==> src/rtl/arm_pkg.sv <==
// Shared definitions for the condition-flag path.
//   FLAG_*     : bit positions of N/Z/C/V inside a 4-bit NZCV vector
//   op_class_e : execute-stage instruction class for flag generation
//   cond_e     : condition codes, shared with the issue-stage condition checker
package arm_pkg;

  localparam int unsigned FLAG_N = 3;
  localparam int unsigned FLAG_Z = 2;
  localparam int unsigned FLAG_C = 1;
  localparam int unsigned FLAG_V = 0;

  typedef enum logic [1:0] {
    OPC_ARITH = 2'd0,
    OPC_LOGIC = 2'd1,
    OPC_MUL   = 2'd2,
    OPC_NONE  = 2'd3
  } op_class_e;

  typedef enum logic [3:0] {
    COND_EQ, COND_NE, COND_CS, COND_CC,
    COND_MI, COND_PL, COND_VS, COND_VC,
    COND_HI, COND_LS, COND_GE, COND_LT,
    COND_GT, COND_LE, COND_AL, COND_NV
  } cond_e;

endpackage

==> src/rtl/nzcv_flag_unit_if.sv <==
// Execute-stage to flag-unit bus.
//   master : pipeline side, drives instruction/ALU info and stall/flush, reads flags
//   slave  : flag unit, reads instruction/ALU info, drives nzcv_arch/nzcv_fwd/flags_pending
interface nzcv_flag_unit_if #(
  parameter int unsigned WIDTH = 32
);
  logic                valid;
  logic                s_bit;
  logic                cond_pass;
  arm_pkg::op_class_e  op_class;
  logic [WIDTH-1:0]    alu_result;
  logic                alu_carry;
  logic                alu_overflow;
  logic                shift_carry;
  logic                msr_we;
  logic [3:0]          msr_data;
  logic                stall;
  logic                flush;
  logic [3:0]          nzcv_arch;
  logic [3:0]          nzcv_fwd;
  logic                flags_pending;

  modport master (
    output valid, s_bit, cond_pass, op_class, alu_result, alu_carry, alu_overflow,
           shift_carry, msr_we, msr_data, stall, flush,
    input  nzcv_arch, nzcv_fwd, flags_pending
  );

  modport slave (
    input  valid, s_bit, cond_pass, op_class, alu_result, alu_carry, alu_overflow,
           shift_carry, msr_we, msr_data, stall, flush,
    output nzcv_arch, nzcv_fwd, flags_pending
  );
endinterface

==> src/rtl/nzcv_calc.sv <==
// Combinational candidate-flag generator.
//   op_class, alu_result, alu_carry, alu_overflow, shift_carry : ALU outputs
//   msr_we, msr_data : direct flag write (takes priority over ALU-derived flags)
//   base             : value supplying preserved bits (the forwarded flags)
//   cand             : candidate NZCV, [3]=N [2]=Z [1]=C [0]=V
module nzcv_calc
  import arm_pkg::*;
#(
  parameter int unsigned WIDTH = 32
) (
  input  op_class_e        op_class,
  input  logic [WIDTH-1:0] alu_result,
  input  logic             alu_carry,
  input  logic             alu_overflow,
  input  logic             shift_carry,
  input  logic             msr_we,
  input  logic [3:0]       msr_data,
  input  logic [3:0]       base,
  output logic [3:0]       cand
);

  logic res_neg;
  logic res_zero;

  assign res_neg  = alu_result[WIDTH-1];
  assign res_zero = (alu_result == '0);

  always_comb begin
    cand = base;
    if (msr_we) begin
      cand = msr_data;
    end else begin
      case (op_class)
        OPC_ARITH: begin
          cand[FLAG_N] = res_neg;
          cand[FLAG_Z] = res_zero;
          cand[FLAG_C] = alu_carry;
          cand[FLAG_V] = alu_overflow;
        end
        OPC_LOGIC: begin
          cand[FLAG_N] = res_neg;
          cand[FLAG_Z] = res_zero;
          cand[FLAG_C] = shift_carry;
        end
        OPC_MUL: begin
          cand[FLAG_N] = res_neg;
          cand[FLAG_Z] = res_zero;
        end
        default: cand = base;
      endcase
    end
  end

endmodule

==> src/rtl/nzcv_flag_unit.sv <==
// NZCV producer: captures candidate flags into a one-entry pending register and
// commits them to the architectural register on the following unstalled cycle.
//   clk, rst_n : clock, synchronous active-low reset
//   bus        : execute-stage inputs, stall/flush, and flag outputs
//                (nzcv_arch, nzcv_fwd = youngest pending-or-committed, flags_pending)
module nzcv_flag_unit
  import arm_pkg::*;
#(
  parameter int unsigned WIDTH = 32
) (
  input  logic             clk,
  input  logic             rst_n,
  nzcv_flag_unit_if.slave  bus
);

  logic [3:0] arch_q, arch_d;
  logic [3:0] pend_data_q, pend_data_d;
  logic       pend_valid_q, pend_valid_d;
  logic [3:0] fwd;
  logic [3:0] cand;
  logic       capture;

  // Preserved bits come from the forwarded view so back-to-back setters chain.
  assign fwd = pend_valid_q ? pend_data_q : arch_q;

  nzcv_calc #(
    .WIDTH(WIDTH)
  ) u_calc (
    .op_class     (bus.op_class),
    .alu_result   (bus.alu_result),
    .alu_carry    (bus.alu_carry),
    .alu_overflow (bus.alu_overflow),
    .shift_carry  (bus.shift_carry),
    .msr_we       (bus.msr_we),
    .msr_data     (bus.msr_data),
    .base         (fwd),
    .cand         (cand)
  );

  assign capture = bus.valid & bus.cond_pass & ~bus.stall & ~bus.flush &
                   (bus.msr_we | (bus.s_bit & (bus.op_class != OPC_NONE)));

  always_comb begin
    arch_d       = arch_q;
    pend_data_d  = pend_data_q;
    pend_valid_d = pend_valid_q;
    if (bus.flush) begin
      // Squash: drop the pending entry without committing it.
      pend_valid_d = 1'b0;
    end else if (!bus.stall) begin
      if (pend_valid_q) begin
        arch_d = pend_data_q;
      end
      pend_valid_d = capture;
      if (capture) begin
        pend_data_d = cand;
      end
    end
  end

  always_ff @(posedge clk) begin
    if (!rst_n) begin
      arch_q       <= 4'b0000;
      pend_data_q  <= 4'b0000;
      pend_valid_q <= 1'b0;
    end else begin
      arch_q       <= arch_d;
      pend_data_q  <= pend_data_d;
      pend_valid_q <= pend_valid_d;
    end
  end

  assign bus.nzcv_arch     = arch_q;
  assign bus.nzcv_fwd      = fwd;
  assign bus.flags_pending = pend_valid_q;

endmodule

==> src/flat_wrapper.sv <==
// flat-port wrapper written by rule: the top's interface ports become plain ports
module nzcv_flag_unit_flat import arm_pkg::*;
#(
  parameter int unsigned WIDTH = 32
)
  (clk, rst_n, bus_valid, bus_s_bit, bus_cond_pass, bus_op_class, bus_alu_result, bus_alu_carry, bus_alu_overflow, bus_shift_carry, bus_msr_we, bus_msr_data, bus_stall, bus_flush, bus_nzcv_arch, bus_nzcv_fwd, bus_flags_pending);
  nzcv_flag_unit_if #(.WIDTH(WIDTH)) bus_i ();
  input  logic clk;
  input  logic rst_n;
  input wire logic [$bits(bus_i.valid)-1:0] bus_valid;
  input wire logic [$bits(bus_i.s_bit)-1:0] bus_s_bit;
  input wire logic [$bits(bus_i.cond_pass)-1:0] bus_cond_pass;
  input wire logic [$bits(bus_i.op_class)-1:0] bus_op_class;
  input wire logic [$bits(bus_i.alu_result)-1:0] bus_alu_result;
  input wire logic [$bits(bus_i.alu_carry)-1:0] bus_alu_carry;
  input wire logic [$bits(bus_i.alu_overflow)-1:0] bus_alu_overflow;
  input wire logic [$bits(bus_i.shift_carry)-1:0] bus_shift_carry;
  input wire logic [$bits(bus_i.msr_we)-1:0] bus_msr_we;
  input wire logic [$bits(bus_i.msr_data)-1:0] bus_msr_data;
  input wire logic [$bits(bus_i.stall)-1:0] bus_stall;
  input wire logic [$bits(bus_i.flush)-1:0] bus_flush;
  output wire logic [$bits(bus_i.nzcv_arch)-1:0] bus_nzcv_arch;
  output wire logic [$bits(bus_i.nzcv_fwd)-1:0] bus_nzcv_fwd;
  output wire logic [$bits(bus_i.flags_pending)-1:0] bus_flags_pending;
  assign bus_i.valid = bus_valid;
  assign bus_i.s_bit = bus_s_bit;
  assign bus_i.cond_pass = bus_cond_pass;
  assign bus_i.op_class = bus_op_class;
  assign bus_i.alu_result = bus_alu_result;
  assign bus_i.alu_carry = bus_alu_carry;
  assign bus_i.alu_overflow = bus_alu_overflow;
  assign bus_i.shift_carry = bus_shift_carry;
  assign bus_i.msr_we = bus_msr_we;
  assign bus_i.msr_data = bus_msr_data;
  assign bus_i.stall = bus_stall;
  assign bus_i.flush = bus_flush;
  assign bus_nzcv_arch = bus_i.nzcv_arch;
  assign bus_nzcv_fwd = bus_i.nzcv_fwd;
  assign bus_flags_pending = bus_i.flags_pending;
  nzcv_flag_unit #(.WIDTH(WIDTH)) u_core (.clk(clk), .rst_n(rst_n), .bus(bus_i));
endmodule
==> config.mk <==
export PLATFORM = sky130hd
export DESIGN_NAME = nzcv_flag_unit_flat
export DESIGN_NICKNAME = d
export VERILOG_FILES = /design/src/rtl/arm_pkg.sv /design/src/rtl/nzcv_flag_unit_if.sv /design/src/rtl/nzcv_calc.sv /design/src/rtl/nzcv_flag_unit.sv /design/src/flat_wrapper.sv
export SDC_FILE = /design/constraint.sdc
export NUM_CORES = 1
export LEC_CHECK = 0
export BUFFER_PORTS_ARGS = -buffer_cell sky130_fd_sc_hd__buf_2
export CAP_MARGIN = 20
export CORE_MARGIN = 2
export CORE_UTILIZATION = 34
export CTS_CLUSTER_DIAMETER = 120
export CTS_CLUSTER_SIZE = 20
export DETAILED_ROUTE_END_ITERATION = 12
export MAX_ROUTING_LAYER = met4
export PLACE_DENSITY = 0.78
export SLEW_MARGIN = 15
export SYNTH_ARGS = -nofsm -noshare
export SYNTH_HDL_FRONTEND = slang
export SYNTH_SLANG_ARGS = --single-unit
==> constraint.sdc <==
create_clock -name clk -period 1.6 [get_ports clk]
set_input_delay 0.24 -clock clk [delete_from_list [all_inputs] [get_ports clk]]
set_output_delay 0.24 -clock clk [all_outputs]
set_load 0.01 [all_outputs]
==> metrics, run 1 <==
status=finished clean; RSZ-0062 raised after global routing=false; CP startpoint=u_core.bus.flags_pending; CP Capture Type=output pin; crit share post-route=~93%; setup TNS=0 ns; post-route DRC violation count=0; Static Leak=0.444 nW; CTS clk-pin slew, worst paths=~0.060 ns; Top-Level Pins=58; routed len/inst=12.3 um; min cycle time layout=1.49 ns; simple-gate area share of the yosys netlist=31.4%; max cap viols=0; DP Wirelength=1510 um; DRT Wirelength=1770 um; Flop pwr share=43.7%; post-synthesis xor/xnor area fraction=0%; row cnt=14; Core Footprint=1540 sq um; post-CTS resize count=0; post-synthesis adder-cell area fraction=0%; worst r2r src=u_core.bus.flags_pending; r2r worst-path depth=3; ys flop type=dfxtp_1; sw power=0.000141 W; kind of critical path=reg2out; post-route ant nets=0; CTS tree=done; root buf cell=clkbuf_4; initial antenna violation count=0; fin cells=about 140; max-slew violation count=0; largest net degree at the start of global routing=11; Hold Crit Class=in2reg; syn_area_per_cell=8.50 sq um; VDD IR max=494 uV; Final GP Congestion=between 0.8 and 0.9; Final nets=177; Initial Util=between 30% and 40%; most common cell in the netlist=dfxtp_1; clock buffer depth=2; setup slack at placement=0.221 ns; fmax=671 MHz; register area=180 sq um; sequential area share after synthesis=31.6%; final hold slack=0.217 ns; vias in the first global route=719; Internal=0.000394 W; post-synthesis mux area share=11.4%; WP data required=roughly 1.4 ns; Logic pwr share=23.0%; ys async rst share=0%; R2R Setup Slk=0.41 ns; cts hold-fix bufs=0; Synth top area share=between 30% and 40%; Via Count=between 700 and 800; Setup Buffers After CTS=0; placed cell count=approximately 140; EDFF count, synth=0; H-Tree Depth=1; CP endpoint=bus_nzcv_fwd[0]; cts bufs inserted=3; Ys Warns=0; Max Clock Skew=around 0.0035 ns; critical path arrival=1.25 ns; syn nets=116; Hold Vio Cnt, Final=0; global-route wire length before repair=approximately 2900 um; n_diodes=0; grt total ovfl=0; r2r endpoint=u_core.pend_data_q[0]; Setup Viol. Count Final=0; fillers=about 140; worst-path fanout max=6; Gate Count Post-Synth=67; worst-case headroom to the max-slew limit=between 70 and 80%; Port Buf Inserts=57; Synth Area in Compound Gates=22.9%; share of layout cells above drive strength 1=a little over half; DIE AREA=2020 sq um; Worst-Margin Slew=0.333 ns; Clk pwr share=33.3%; clock latency on the worst-skew pair=0.26 ns; area of the multi-input gates=374 sq um; Mapped Area=roughly 570 sq um; total track usage=20.1%; Sink Count=9; element type at the critical path start=flip-flop; Yosys cell types=27; Switching Fraction=about a quarter; largest family of logic cells by synthesized area=simple AND/OR/NAND/NOR gates; Layout area overhead=57.6%; pwr dens=597 nW/um^2; Initial DRC Count=8; worst setup margin=0.110 ns; Area contributors post-synth=dfxtp_1 32%, mux2_2 7.9%, nor4_1 7.7%; post-DR vias/cell=5.22; Die Span Y=44.9 um; die width=44.9 um; synth cell count leaders=9 x dfxtp_1, 7 x nand2_1, 7 x nor4_1; Yosys top cell by area=dfxtp_1; drt pass-1 iters=2; Synth Register Bits=9
-- cell usage in the layout, fill, tap and decap left out, types with 2 or more instances in the layout --
cell type / instances
a31oi_1: 2
nand4_1: 2
mux2_2: 4
mux2i_1: 2
clkbuf_4: 3
o21ai_1: 4
a21oi_1: 2
inv_1: 3
nor3b_1: 2
a21boi_1: 3
o21ai_0: 3
nand2_1: 7
nor4_1: 7
buf_2: 57
dfxtp_1: 9
nor2_1: 4
-- power by group through the flow --
stage | sequential, W | clock, W | combinational [W]
floorplan | 0.000240 | 0 | 0.0000437
global placement | 0.000239 | 0 | 0.000119
detailed placement | 0.000239 | 0 | 0.000124
CTS | 0.000234 | 0.000184 | 0.000124
global route | 0.000234 | 0.000197 | 0.000138
finish | 0.000234 | 0.000178 | 0.000123
-- per-stage QoR --
step / total power, W / area [sq um] / util [%]
floorplan: 0.000283 / 569 / -
global placement: 0.000358 / 871 / 56.5
detailed placement: 0.000362 / 871 / 56.5
CTS: 0.000542 / 897 / 58.2
global route: 0.000568 / 897 / 58.2
finish: 0.000535 / 897 / 58.2
-- worst min path at each step --
stage / start / to / depth (start not counted)
2_1_floorplan: bus_flush / u_core.bus.flags_pending / 1
5_1_grt: bus_flush / u_core.bus.flags_pending / 2
6_report: bus_flush / u_core.bus.flags_pending / 2
3_5_place_dp: u_core.bus.nzcv_arch[3] / u_core.bus.nzcv_arch[3] / 2
3_3_place_gp: u_core.bus.nzcv_arch[3] / u_core.bus.nzcv_arch[3] / 2
4_1_cts: bus_flush / u_core.bus.flags_pending / 2
-- area by class of cell --
cell class                 instances  area share (%)
inverter                           3            1.26
tap                               16            2.23
timing repair buffer              57            31.8
clock buffer                       4            2.93
sequential                         9            20.1
multi-input combinational         54            41.7
-- routing by layer --
metal,global-route usage (%),share of wire (%)
met5,-,0
met2,38.0,55
met3,7.20,7.1
met1,18.7,37
met4,5.88,0.91
-- sequential cells by signal, summed over array words and instances (netlist names) --
name	cells
u_core.bus.flags_pending	1
u_core.bus.nzcv_arch	4
u_core.pend_data_q	4
-- cell families (layout without fill, tap and decap cells) --
group / after synthesis / after routing
compound gates: 19 / 19
buf+inv: 4 / 64
simple gates: 29 / 29
mux: 6 / 6
flops: 9 / 9
-- worst max-delay path, cell delays in order, from the launching register on --
cell	delay (ns)
dfxtp_1	0.45
mux2_2	0.39
buf_2	0.15
(Power assumes the default switching activity.)
==> run 2, diff against run 1 <==
RECOVER_POWER = 100   (was default)
REMOVE_ABC_BUFFERS = 1   (was default)
==> metrics, run 2 (same netlist as run 1, synthesis figures left out) <==
most frequent cells in the layout=49 x buf_2, 9 x dfxtp_1, 7 x nand2_1, 7 x nor4_1, 7 x clkbuf_1; R2R Setup Slk=0.35 ns (-0.06 ns); r2r endpoint=u_core.pend_data_q[0]; cts bufs inserted=3 (unchanged); DR WL met2=1020 um (+5.5%); Worst Path Buf+Inv=1 (unchanged); Final nets=177 (unchanged); post-route DRC violation count=0 (unchanged); worst setup margin=0.0432 ns (-0.0665 ns); r2r worst-path depth=3 (unchanged); drt pass-1 iters=5 (+3); fillers=164 (+14%); CTS tree=done; Slowest Stage Delay on Critical Path=0.49 ns (+0.04 ns); WP data required=1.36 ns (about the same); CP max stage cell=dfxtp_1; VDD IR max=310 uV (-37%); routed len/inst=13.0 um (+5.4%); H-Tree Depth=1 (unchanged); post-route ant nets=0 (unchanged); wire length on met1=735 um (+12%); cts hold-fix bufs=0 (unchanged); DP Wirelength=1600 um (+6.4%); Hold Vio Cnt, Final=0 (unchanged); Top delay family on crit path=flip-flops; CTS clk-pin slew, worst paths=0.06 ns (about the same); max-slew violation count=0 (unchanged); CP Capture Type=output pin; Max Clock Skew=0.00130 ns (-0.00224 ns); final hold slack=0.222 ns (+0.00440 ns); Layout area overhead=56.7%; share of layout cells above drive strength 1=47.2% (-6.3 points); die width=44.9 um (unchanged); clock latency on the worst-skew pair=0.26 ns (about the same); Setup Viol. Count Final=0 (unchanged); DRT Wirelength=1860 um (+5.4%); initial antenna violation count=0 (unchanged); fin cells=143 (unchanged); RSZ-0062 raised after global routing=false; pwr dens=599 nW/um^2 (+0.45%); n_diodes=0 (unchanged); Via Count=754 (+1.1%); Hold Startpoint=bus_flush; crit share post-route=97.3% (+4.2 points); critical path arrival=1.32 ns (+0.07 ns); fmax=642 MHz (-4.3%); Top-Level Pins=58 (unchanged); total track usage=21.2% (+1.0 points); element type at the critical path start=flip-flop; max cap viols=0 (unchanged); Die Span Y=44.9 um (unchanged); Port Buf Inserts=57 (unchanged); post-DR vias/cell=5.27 (+1.1%); vias in the first global route=757 (+5.3%); Initial DRC Count=7 (-1); commonest non-fill, non-tap cell in the layout=buf_2; largest net degree at the start of global routing=11 (unchanged); DIE AREA=2020 sq um (unchanged); Worst-Margin Slew=0.342 ns (+0.00903 ns); Setup Buffers After CTS=0 (unchanged); Static Leak=0.419 nW (-5.4%); clock buffer depth=2 (unchanged); root buf cell=clkbuf_4; placed cell count=139 (unchanged); min cycle time layout=1.56 ns (+0.0665 ns); grt total ovfl=0 (unchanged); met3 wire len=106 um (-16%); row cnt=14 (unchanged); setup slack at placement=0.215 ns (-0.00634 ns); Core Footprint=1540 sq um (unchanged); setup TNS=0 ns (unchanged); Hold Crit Class=in2reg; worst-path fanout max=6 (unchanged); kind of critical path=reg2out; global-route wire length before repair=3030 um (+6.1%); status=finished clean; hold path endpoint=u_core.bus.flags_pending; DR top layer=met3; Initial Util=36.9% (unchanged); overall power=0.000535 W (-0.11%); WHS Path Cells=2 (unchanged); Sink Count=9 (unchanged); worst-case headroom to the max-slew limit=77.1% (-0.60 points); crit-path cells=mux2_1 > buf_2; worst r2r src=u_core.bus.flags_pending; Final GP Congestion=0.801 (-5.5%)
-- run 2: cell count changes in the layout (fill, tap and decap cells not counted), moves of 2 or more --
cell	before	now
a21boi_1	3	1
buf_2	57	49
clkbuf_1	1	7
clkbuf_2	0	2
a21boi_0	0	2
-- run 2: routing by layer --
metal / vias to the layer above / track usage (%)
li1: 379 / -
met1: 351 / 22.4
met4: 0 / 7.65
met2: 24 / 37.1
met5: - / -
met3: 0 / 6.00
-- run 2: repair_timing --
item	CTS	global route
gates resized for setup	0	1
endpoints found under the setup margin	0	1
hold endpoints to repair	0	0
-- run 2: how the worst max path moves through the flow --
stage                             start                    end  cells past startpoint
3_3_place_gp          bus_alu_result[1]  u_core.pend_data_q[2]                      5
5_1_grt        u_core.bus.flags_pending        bus_nzcv_fwd[0]                      2
3_5_place_dp         bus_alu_result[10]  u_core.pend_data_q[2]                      5
4_1_cts        u_core.bus.flags_pending        bus_nzcv_fwd[0]                      2
2_1_floorplan        bus_alu_result[11]  u_core.pend_data_q[2]                      4
6_report       u_core.bus.flags_pending        bus_nzcv_fwd[0]                      2
-- run 2: stage by stage --
step	area, sq um	utilization [%]
after floorplan	566	-
after global placement	871	56.5
after detailed placement	871	56.5
after CTS	897	58.2
after global routing	892	57.9
final	892	57.9
-- run 2: power by group --
group          switching (W)  internal (W)
clock              0.0000797     0.0000961
combinational      0.0000574     0.0000671
sequential        0.00000429      0.000230
-- run 2: final cells by class --
cell class              count  area (sq um)  share of cell area, %
flip-flops and latches      9           180                   20.2
multi-input cells          54           377                   42.2
inverters                   3          11.3                   1.26
clock buffers               4          26.3                   2.95
repair buffers             57           278                   31.1
well taps                  16          20.0                   2.24
==> run 3, diff against run 2 <==
CORE_UTILIZATION = 37   (was 34)
PLACE_DENSITY = 0.83   (was 0.78)
clock period = 1.8 ns   (was 1.6 ns; I/O delays follow)
==> metrics, run 3 (same netlist as run 1, synthesis figures left out) <==
share of layout cells above drive strength 1=42.5% (-4.7 points); post-CTS resize count=0 (unchanged); DP Wirelength=1390 um (-14%); DRT Wirelength=1630 um (-12%); post-route ant nets=0 (unchanged); VDD IR max=384 uV (+24%); critical path arrival=1.26 ns (-0.06 ns); Max Clock Skew=0.00542 ns (+0.00412 ns); clock buffer depth=2 (unchanged); pwr dens=531 nW/um^2 (-11%); Sink Count=9 (unchanged); CTS clk-pin slew, worst paths=0.06 ns (about the same); RSZ-0062 raised after global routing=false; Initial DRC Count=12 (+5); WP data required=1.53 ns (+0.17 ns); placed cell count=139 (unchanged); post-DR vias/cell=5.13 (-2.8%); Final nets=177 (unchanged); total track usage=17.8% (-3.3 points); Setup Viol. Count Final=0 (unchanged); clock latency on the worst-skew pair=0.26 ns (about the same); min cycle time layout=1.53 ns; Area after DPL=871 sq um (unchanged); CP Capture Type=output pin; max cap viols=0 (unchanged); element type at the critical path start=flip-flop; Setup Buffers After CTS=0 (unchanged); CTS tree=done; Core Footprint=1470 sq um (-4.5%); drt pass-1 iters=3 (-2); Top-Level Pins=58 (unchanged); kind of critical path=reg2out; Finished Cell Area=883 sq um (-0.98%); Hold Vio Cnt, Final=0 (unchanged); commonest non-fill, non-tap cell in the layout=buf_2; Final GP Congestion=0.828 (+3.4%); routed len/inst=11.4 um (-12%); H-Tree Depth=1 (unchanged); Port Buf Inserts=57 (unchanged); Layout area overhead=55.2%; fin cells=143 (unchanged); Static Leak=0.406 nW (-3.2%); setup TNS=0 ns (unchanged); n_diodes=0 (unchanged); grt total ovfl=0 (unchanged); most frequent cells in the layout=47 x buf_2, 11 x clkbuf_1, 9 x dfxtp_1; Die Span Y=43.2 um (-3.8%); row cnt=14 (unchanged); cts hold-fix bufs=0 (unchanged); largest net degree at the start of global routing=11 (unchanged); worst-path fanout max=6 (unchanged); Via Count=733 (-2.8%); CP max stage cell=dfxtp_1; global-route wire length before repair=2490 um (-18%); worst-case headroom to the max-slew limit=78.8% (+1.7 points); crit-path cells=mux2_1 > clkbuf_1; status=finished clean; DIE AREA=1870 sq um (-7.4%); Slowest Stage Delay on Critical Path=0.47 ns (-0.02 ns); max-slew violation count=0 (unchanged); vias in the first global route=659 (-13%); root buf cell=clkbuf_4; Initial Util=38.7% (+1.8 points); Worst-Margin Slew=0.317 ns (-0.0254 ns); post-route DRC violation count=0 (unchanged); overall power=0.000469 W (-12%); cts bufs inserted=3 (unchanged); initial antenna violation count=0 (unchanged); crit share post-route=85.2%; fmax=between 600 and 700 MHz; final hold slack=0.275 ns (+0.0536 ns); Hold Crit Class=in2reg; die width=43.2 um (-3.8%)
## run 3: where the power goes
part / total (W) / switching (W) / internal, W
logic: 0.000105 / 0.0000472 / 0.0000579
registers: 0.000208 / 0.00000351 / 0.000204
clock network: 0.000156 / 0.0000703 / 0.0000854
## run 3: area by class of cell
type,count,area [sq um]
Timing Repair Buffer,57,273
Clock buffer,4,26.3
Multi-Input combinational cell,54,373
Sequential cell,9,180
Tap cell,16,20.0
Fill cell,151,588
Inverter,3,11.3
## run 3: critical path: cells and delay by family (launching register included)
| kind | cells | cell delay (ns) |
|---|---|---|
| flops | 1 | 0.47 |
| mux | 1 | 0.39 |
| buf+inv | 1 | 0.14 |
## run 3: layer usage
metal  wire [um]  global-route usage, %  share of wire [%]  up-vias
li1            -                      -                  -      382
met2         863                   31.3                 53       26
met3         102                   5.53                6.3        0
met4           0                   4.85                  0        0
met5           0                      -                  0        -
met1         662                   19.2                 41      325
## run 3: final timing paths
kind                                          startpoint                 endpoint  slack (ns)  depth (start not counted)
worst min-delay path                     bus_msr_data[1]    u_core.pend_data_q[1]        0.28                          3
worst max-delay path            u_core.bus.flags_pending          bus_nzcv_fwd[0]        0.27                          2
worst min register to register   u_core.bus.nzcv_arch[3]  u_core.bus.nzcv_arch[3]        0.50                          2
worst max register to register  u_core.bus.flags_pending    u_core.pend_data_q[0]        0.59                          3
## run 3: per-stage QoR
stage | util [%] | setup slack, ns
after CTS | 61.0 | 0.282
final | 60.0 | 0.267
after floorplan | - | 0.567
after detailed placement | 59.2 | 0.397
after global placement | 59.2 | 0.415
after global routing | 60.0 | 0.183
